`config.mk`:
```
export PLATFORM = sky130hd
export DESIGN_NAME = ga_addsub_pipe
export DESIGN_NICKNAME = d
export VERILOG_FILES = /design/src/rtl/ga_arith_pkg.sv /design/src/rtl/ga_addsub_seg.sv /design/src/rtl/ga_addsub_pipe.sv
export SDC_FILE = /design/constraint.sdc
export NUM_CORES = 1
export LEC_CHECK = 0
export BUFFER_PORTS_ARGS = -buffer_cell sky130_fd_sc_hd__clkbuf_2
export CAP_MARGIN = 30
export CORE_ASPECT_RATIO = 1.2
export CORE_UTILIZATION = 54
export DETAILED_ROUTE_END_ITERATION = 12
export PLACE_DENSITY = 0.8
export SKIP_LAST_GASP = 1
export SYNTH_ARGS = -nofsm -noshare
export SYNTH_HDL_FRONTEND = slang
export SYNTH_HIERARCHICAL = 1
export SYNTH_SLANG_ARGS = --single-unit
export TNS_END_PERCENT = 100
```
`constraint.sdc`:
```
create_clock -name clk -period 2.7 [get_ports clk]
set_input_delay 0.27 -clock clk [delete_from_list [all_inputs] [get_ports clk]]
set_output_delay 0.27 -clock clk [all_outputs]
set_load 0.005 [all_outputs]
```
`src/rtl/ga_arith_pkg.sv`:
```
// rtl/ga_arith_pkg.sv - saturation modes and limit helpers for the GA arithmetic datapath
package ga_arith_pkg;

    typedef enum logic [1:0] {
        SAT_NONE     = 2'd0,
        SAT_UNSIGNED = 2'd1,
        SAT_SIGNED   = 2'd2
    } sat_mode_t;

    localparam int SAT_MAX_W = 64;

    // Limits are returned zero-extended to SAT_MAX_W; callers keep the low width bits.
    function automatic logic [SAT_MAX_W-1:0] sat_max(input sat_mode_t mode, input int width);
        logic [SAT_MAX_W-1:0] one;
        one = {{(SAT_MAX_W-1){1'b0}}, 1'b1};
        if (mode == SAT_SIGNED) begin
            return (one << (width - 1)) - one;
        end
        return (one << width) - one;
    endfunction

    function automatic logic [SAT_MAX_W-1:0] sat_min(input sat_mode_t mode, input int width);
        logic [SAT_MAX_W-1:0] one;
        one = {{(SAT_MAX_W-1){1'b0}}, 1'b1};
        if (mode == SAT_SIGNED) begin
            return one << (width - 1);
        end
        return '0;
    endfunction

endpackage

```
`src/rtl/ga_addsub_seg.sv`:
```
// rtl/ga_addsub_seg.sv - one carry-chain segment with a registered carry-out
module ga_addsub_seg #(
    parameter int SEG = 8
) (
    input  logic           clk,
    input  logic           rst,
    input  logic           load_i,
    input  logic [SEG-1:0] a_i,
    input  logic [SEG-1:0] b_i,
    input  logic           cin_i,
    output logic [SEG-1:0] sum_o,
    output logic           cout_o,
    output logic           carry_o
);
    logic [SEG:0] full;
    logic         carry_q;

    assign full    = {1'b0, a_i} + {1'b0, b_i} + {{SEG{1'b0}}, cin_i};
    assign sum_o   = full[SEG-1:0];
    assign cout_o  = full[SEG];
    assign carry_o = carry_q;

    always_ff @(posedge clk or posedge rst) begin
        if (rst) begin
            carry_q <= 1'b0;
        end else if (load_i) begin
            carry_q <= full[SEG];
        end
    end

endmodule

```
`src/rtl/ga_addsub_pipe.sv`:
```
// rtl/ga_addsub_pipe.sv - pipelined add/sub with split carry chain, overflow flags and saturation
module ga_addsub_pipe
    import ga_arith_pkg::*;
#(
    parameter int        WIDTH    = 16,
    parameter int        STAGES   = 2,
    parameter sat_mode_t SAT_MODE = SAT_NONE
) (
    input  logic             clk,
    input  logic             rst,
    input  logic             en,
    output logic             in_ready,
    input  logic [WIDTH-1:0] A,
    input  logic [WIDTH-1:0] B,
    input  logic             C_in,
    input  logic             sub,
    output logic             vail,
    input  logic             out_ready,
    output logic [WIDTH-1:0] Result,
    output logic             C_out,
    output logic             ovf
);
    localparam int SEG  = WIDTH / STAGES;
    localparam int LAST = STAGES - 1;
    localparam logic [SAT_MAX_W-1:0] MAX_FULL = sat_max(SAT_MODE, WIDTH);
    localparam logic [SAT_MAX_W-1:0] MIN_FULL = sat_min(SAT_MODE, WIDTH);
    localparam logic [WIDTH-1:0]     RES_MAX  = MAX_FULL[WIDTH-1:0];
    localparam logic [WIDTH-1:0]     RES_MIN  = MIN_FULL[WIDTH-1:0];

    if (STAGES < 1 || STAGES > WIDTH || (WIDTH % STAGES) != 0 || WIDTH > SAT_MAX_W) begin : g_bad_cfg
        $error("ga_addsub_pipe: WIDTH must be a multiple of STAGES (1..WIDTH)");
    end

    logic             advance;
    logic             vail_q;
    logic             ovf_q;
    logic             last_carry;
    logic [WIDTH-1:0] result_q;
    logic [WIDTH-1:0] bx;

    // Global stall: every stage moves together or holds together.
    assign advance  = !vail_q || out_ready;
    assign in_ready = advance;
    assign bx       = sub ? ~B : B;
    assign vail     = vail_q;
    assign Result   = result_q;
    assign ovf      = ovf_q;
    assign C_out    = last_carry;

    for (genvar k = 0; k < STAGES; k++) begin : g_stage
        // HI: operand bits not yet summed; LO: result bits already produced upstream.
        localparam int HI = WIDTH - k * SEG;
        localparam int LO = k * SEG;

        logic [HI-1:0]     a_k;
        logic [HI-1:0]     bx_k;
        logic [LO+SEG-1:0] sum_k;
        logic [SEG-1:0]    seg_sum;
        logic              cin_k;
        logic              v_k;
        logic              sub_k;
        logic              seg_cout;
        logic              carry_k;
        logic              load_k;

        if (k == 0) begin : g_src
            assign a_k   = A;
            assign bx_k  = bx;
            assign cin_k = C_in;
            assign v_k   = en;
            assign sub_k = sub;
            assign sum_k = seg_sum;
        end else begin : g_src
            assign a_k   = g_stage[k-1].g_mid.a_q;
            assign bx_k  = g_stage[k-1].g_mid.bx_q;
            assign cin_k = g_stage[k-1].carry_k;
            assign v_k   = g_stage[k-1].g_mid.v_q;
            assign sub_k = g_stage[k-1].g_mid.sub_q;
            assign sum_k = {seg_sum, g_stage[k-1].g_mid.sum_q};
        end

        // The final carry doubles as C_out, so it only updates with a valid op.
        assign load_k = (k < LAST) ? advance : (advance && v_k);

        ga_addsub_seg #(
            .SEG(SEG)
        ) u_seg (
            .clk    (clk),
            .rst    (rst),
            .load_i (load_k),
            .a_i    (a_k[SEG-1:0]),
            .b_i    (bx_k[SEG-1:0]),
            .cin_i  (cin_k),
            .sum_o  (seg_sum),
            .cout_o (seg_cout),
            .carry_o(carry_k)
        );

        if (k < LAST) begin : g_mid
            logic [HI-SEG-1:0] a_q;
            logic [HI-SEG-1:0] bx_q;
            logic [LO+SEG-1:0] sum_q;
            logic              v_q;
            logic              sub_q;

            always_ff @(posedge clk or posedge rst) begin
                if (rst) begin
                    a_q   <= '0;
                    bx_q  <= '0;
                    sum_q <= '0;
                    v_q   <= 1'b0;
                    sub_q <= 1'b0;
                end else if (advance) begin
                    a_q   <= a_k[HI-1:SEG];
                    bx_q  <= bx_k[HI-1:SEG];
                    sum_q <= sum_k;
                    v_q   <= v_k;
                    sub_q <= sub_k;
                end
            end
        end else begin : g_last
            logic             ovf_d;
            logic [WIDTH-1:0] result_d;

            assign ovf_d = (a_k[SEG-1] == bx_k[SEG-1]) && (sum_k[WIDTH-1] != a_k[SEG-1]);

            always_comb begin
                result_d = sum_k;
                case (SAT_MODE)
                    SAT_UNSIGNED: begin
                        if (!sub_k && seg_cout) begin
                            result_d = RES_MAX;
                        end else if (sub_k && !seg_cout) begin
                            result_d = RES_MIN;
                        end
                    end
                    SAT_SIGNED: begin
                        if (ovf_d) begin
                            result_d = a_k[SEG-1] ? RES_MIN : RES_MAX;
                        end
                    end
                    default: ;
                endcase
            end

            always_ff @(posedge clk or posedge rst) begin
                if (rst) begin
                    vail_q   <= 1'b0;
                    result_q <= '0;
                    ovf_q    <= 1'b0;
                end else if (advance) begin
                    vail_q <= v_k;
                    if (v_k) begin
                        result_q <= result_d;
                        ovf_q    <= ovf_d;
                    end
                end
            end

            assign last_carry = carry_k;
        end
    end

endmodule

```
# After elaboration in Yosys (flattened, before gate mapping)
# Cells that the tools add are included.
# totals
reg_bits,45
out_inout_bits,20
word_cells,22
# classes
add_sub_neg,4
eq_ne,2
n_mux,1
bitwise_logic,1
n_reduce_logical,5
# ops
cell,count
adder 8 x 8 -> 9 bit,2
adder 9 x 1 -> 9 bit,2
2-to-1 mux 16 bit,1
NOT 16 bit,1
logical AND 1 bit,2
AND reduction 2 bit,1
equality test 1 bit,1
logical NOT 1 bit,1
logical OR 1 bit,1
inequality test 1 bit,1

# Depth between registers and ports, before layout
# depth
depth_word,4
ltp_mapped,9

# By module
# Netlist, hierarchy kept.
# modules_own_cells
mod,instances,cells_per_inst,area_per_inst_um2,seq_area_each_um2
ga_addsub_pipe,1,124,1834.3,1076.0
ga_addsub_seg,2,43,375.4,25.0

# Least setup slack after synthesis
# OpenSTA, ideal clock, no wires.
# synth_path
path_kind,input to register
startpoint,input port sub
endpoint,register g_stage[0].u_seg.carry_q
setup_ns,0.126
arrival_ns,2.388
slack_ns,0.186
stages,9
path_buffers,2
cell_sequence,buf_4 > buf_4 > xor2_1 > fa_1 > fa_1 > a21o_1 > a21oi_2 > nor3_1 > o32a_1
# synth_via
elab_chain_len,3
# synth_rtl
element,line,text
from (decl),ga_addsub_pipe.sv:16,"input logic sub,"
2-to-1 mux 16 bit,ga_addsub_pipe.sv:44,assign bx = sub ? ~B : B;
named net bx[0],ga_addsub_pipe.sv:39,logic [WIDTH-1:0] bx;
adder 8 x 8 -> 9 bit,ga_addsub_seg.sv:18,"assign full = {1'b0, a_i} + {1'b0, b_i} + {{SEG{1'b0}}, cin_i};"
adder 9 x 1 -> 9 bit,ga_addsub_seg.sv:18,
to (signal assigned),ga_addsub_seg.sv:27,carry_q <= full[SEG];
to (decl),ga_addsub_seg.sv:16,logic carry_q;
# The timed path passes the listed nets, and every way through them passes these cells.
# A chain may end at the register's enable or synchronous reset.

# Worst setup path in the final report
# layout_path
startpoint,register g_stage[0].g_mid.a_q[0]
endpoint,register ovf_q (netlist: ovf)
# layout_via
elab_chain_len,4
# layout_rtl
element,line,text
from (decl),ga_addsub_pipe.sv:100,logic [HI-SEG-1:0] a_q;
from (signal assigned),ga_addsub_pipe.sv:114,a_q <= a_k[HI-1:SEG];
adder 8 x 8 -> 9 bit,ga_addsub_seg.sv:18,
adder 9 x 1 -> 9 bit,ga_addsub_seg.sv:18,
named net g_stage[1].seg_sum[7],ga_addsub_pipe.sv:58,logic [SEG-1:0] seg_sum;
inequality test 1 bit,ga_addsub_pipe.sv:125,assign ovf_d = (a_k[SEG-1] == bx_k[SEG-1]) && (sum_k[WIDTH-1] != a_k[SEG-1]);
logical AND 1 bit,ga_addsub_pipe.sv:125,
to (signal assigned),ga_addsub_pipe.sv:155,ovf_q <= ovf_d;
to (decl),ga_addsub_pipe.sv:36,logic ovf_q;
# The timed path passes the listed nets, and every way through them passes these cells.

==> out/metrics.cfg <==
[drt]
wl_per_cell_um = 14.1
ant_nets = 0
drc = 0
vias_per_cell = 5.40
dr_total_vias = 1778
wirelength_um = 4630
first_iter_violations = 68
first_pass_iters = 4

[global_routing]
busiest_layer = met2
use_met1_pct = 24.4
track_usage_pct = 20.5
grt_pass1_wl_um = 7900
grt_pass1_vias = 1804
grt_use_met3_pct = 5.29
gr-total-overflow = 0
antenna_found_initial = 0
met2_usage_pct = 34.5
grt_max_degree = 39

[floorplanning]
core_area_sq_um = 4590
die_h_um = 77.6
initial_utilization_pct = 56.0
die_w_um = 65.0
io_pins = 58
core.rowCount = 27
die_area_sq_um = 5040

[final_layout]
stdcell_area_sq_um = 3020
mostFrequentLayoutCells = 57 x clkbuf_2, 45 x dfrtp_1, 25 x mux2_2, 16 x xnor2_1, 14 x ha_1
drive_above_1_share_pct = 41.7
antenna_cells = 0
final_core_util_pct = 65.7
num-nets-final = 326
layout_commonest_cell = clkbuf_2
area_delta_synth_final_pct = 17.3

[run]
max_cap_violations = 0

[clock_network]
cts-root-buf = clkbuf_8
cts_buffers = 5
cts_sinks = 45
clock_latency_ps = 300
cts_resized = 0
cts_max_path_buffers = 2
clk_pin_slew_ps = 80
ctsHoldBuffers = 1
htreeDepth = 2
post_cts_buffers = 0
tritoncts = done

[logic_synthesis]
yosysWarnings = 6
synth_area_per_cell_sq_um = 12.4
synth_cells = 208
syn_nets = 264
synth_area_sq_um = 2570

[min_path]
hold_depth = 2
hold_class = in -> reg

[sta]
fin_crit_sh_pct = 90.1
setup_violations = 0
fmax_mhz = 411
fin_setup_tns_ps = 0
hold_violations = 0
tightestPinTransition_ps = 505
relSlewSlack_pct = 66.3
skew_ps = 5.81
slew_violations = 0
hold_ws_ps = 200
rsz0062_at_grt = false
fin_crit_ps = 2430

[critical_path]
cp-start-kind = flip-flop
worstPathRequired_ps = 2890
crit_type = reg -> reg
reg2regPathDepth = 7
crit_chain = fa_1 -> a211oi_1 -> nor3_1 -> nor4_1 -> a211o_1 -> o22ai_1 -> mux2_2
arrival_ps = 2620
cpMaxStageDelayCell = fa_1
max_stage_delay_ps = 510
crit_path_end_kind = flip-flop
path_max_fanout = 3

[placement]
gp_congestion = 0.874
placed_cell_area_sq_um = 2890
dp_hpwl_um = 3460
port-buffer-count = 57

[run_status]
status = finished clean

[power]
power_density_nw_per_um2 = 795
ir_drop_uv = 357
leakagePower_uw = 0.00144

## layer usage
metal	vias to the layer above	share of wire [%]
met5	-	0
met4	0	1.7
met3	7	4.9
met2	58	52
met1	852	41
li1	861	-
## cell type report
cell class              instances  area (sq um)
flip-flops and latches         45          1130
clock buffers                   7          96.3
clock inverters                 1          5.00
well taps                      58          72.6
inverters                       6          22.5
multi-input cells             150          1360
fillers                       378          1580
repair buffers                 62           338
## worst max-delay path: cells and delay by family, from the launching register on
family	cells	cell delay (ps)
multiplexers	1	260
AND/OR/NAND/NOR	2	450
flip-flops	1	410
AO/OA/AOI/OAI	3	700
adder cells (fa/ha/maj)	1	510
## per-stage QoR
step | instances | total power, uW | setup WS, ps
2_1_floorplan | 208 | 1670 | 195
5_1_grt | 329 | 2560 | 209
4_1_cts | 328 | 2410 | 277
6_report | 329 | 2400 | 268
3_5_place_dp | 319 | 1960 | 341
3_3_place_gp | 319 | 1920 | 374
## power by group
part           switching, uW  internal [uW]  total, uW
clock                    222            231        454
combinational            392            528        920
sequential               129            894       1020
## flip-flops by register name (all words and copies together), names as in the netlist
name	flops
vail	1
g_stage.g_mid.v_q	1
g_stage.g_mid.a_q	8
ovf	1
g_stage.u_seg/carry_o	2
Result	16
g_stage.g_mid.sum_q	8
g_stage.g_mid.bx_q	8
## worst paths after layout
check / start / endpoint / slack, ps
hold / removal: en / g_stage[0].g_mid.v_q / 200
min in group asynchronous: rst / g_stage[0].u_seg/carry_o / 400
hold reg to reg: ovf / ovf / 510
setup reg to reg: g_stage[0].g_mid.a_q[0] / ovf / 270
setup / recovery: g_stage[0].g_mid.a_q[0] / ovf / 270
max in group asynchronous: rst / Result[5] / 1680
Note: power is estimated with default switching activity, not from simulation.
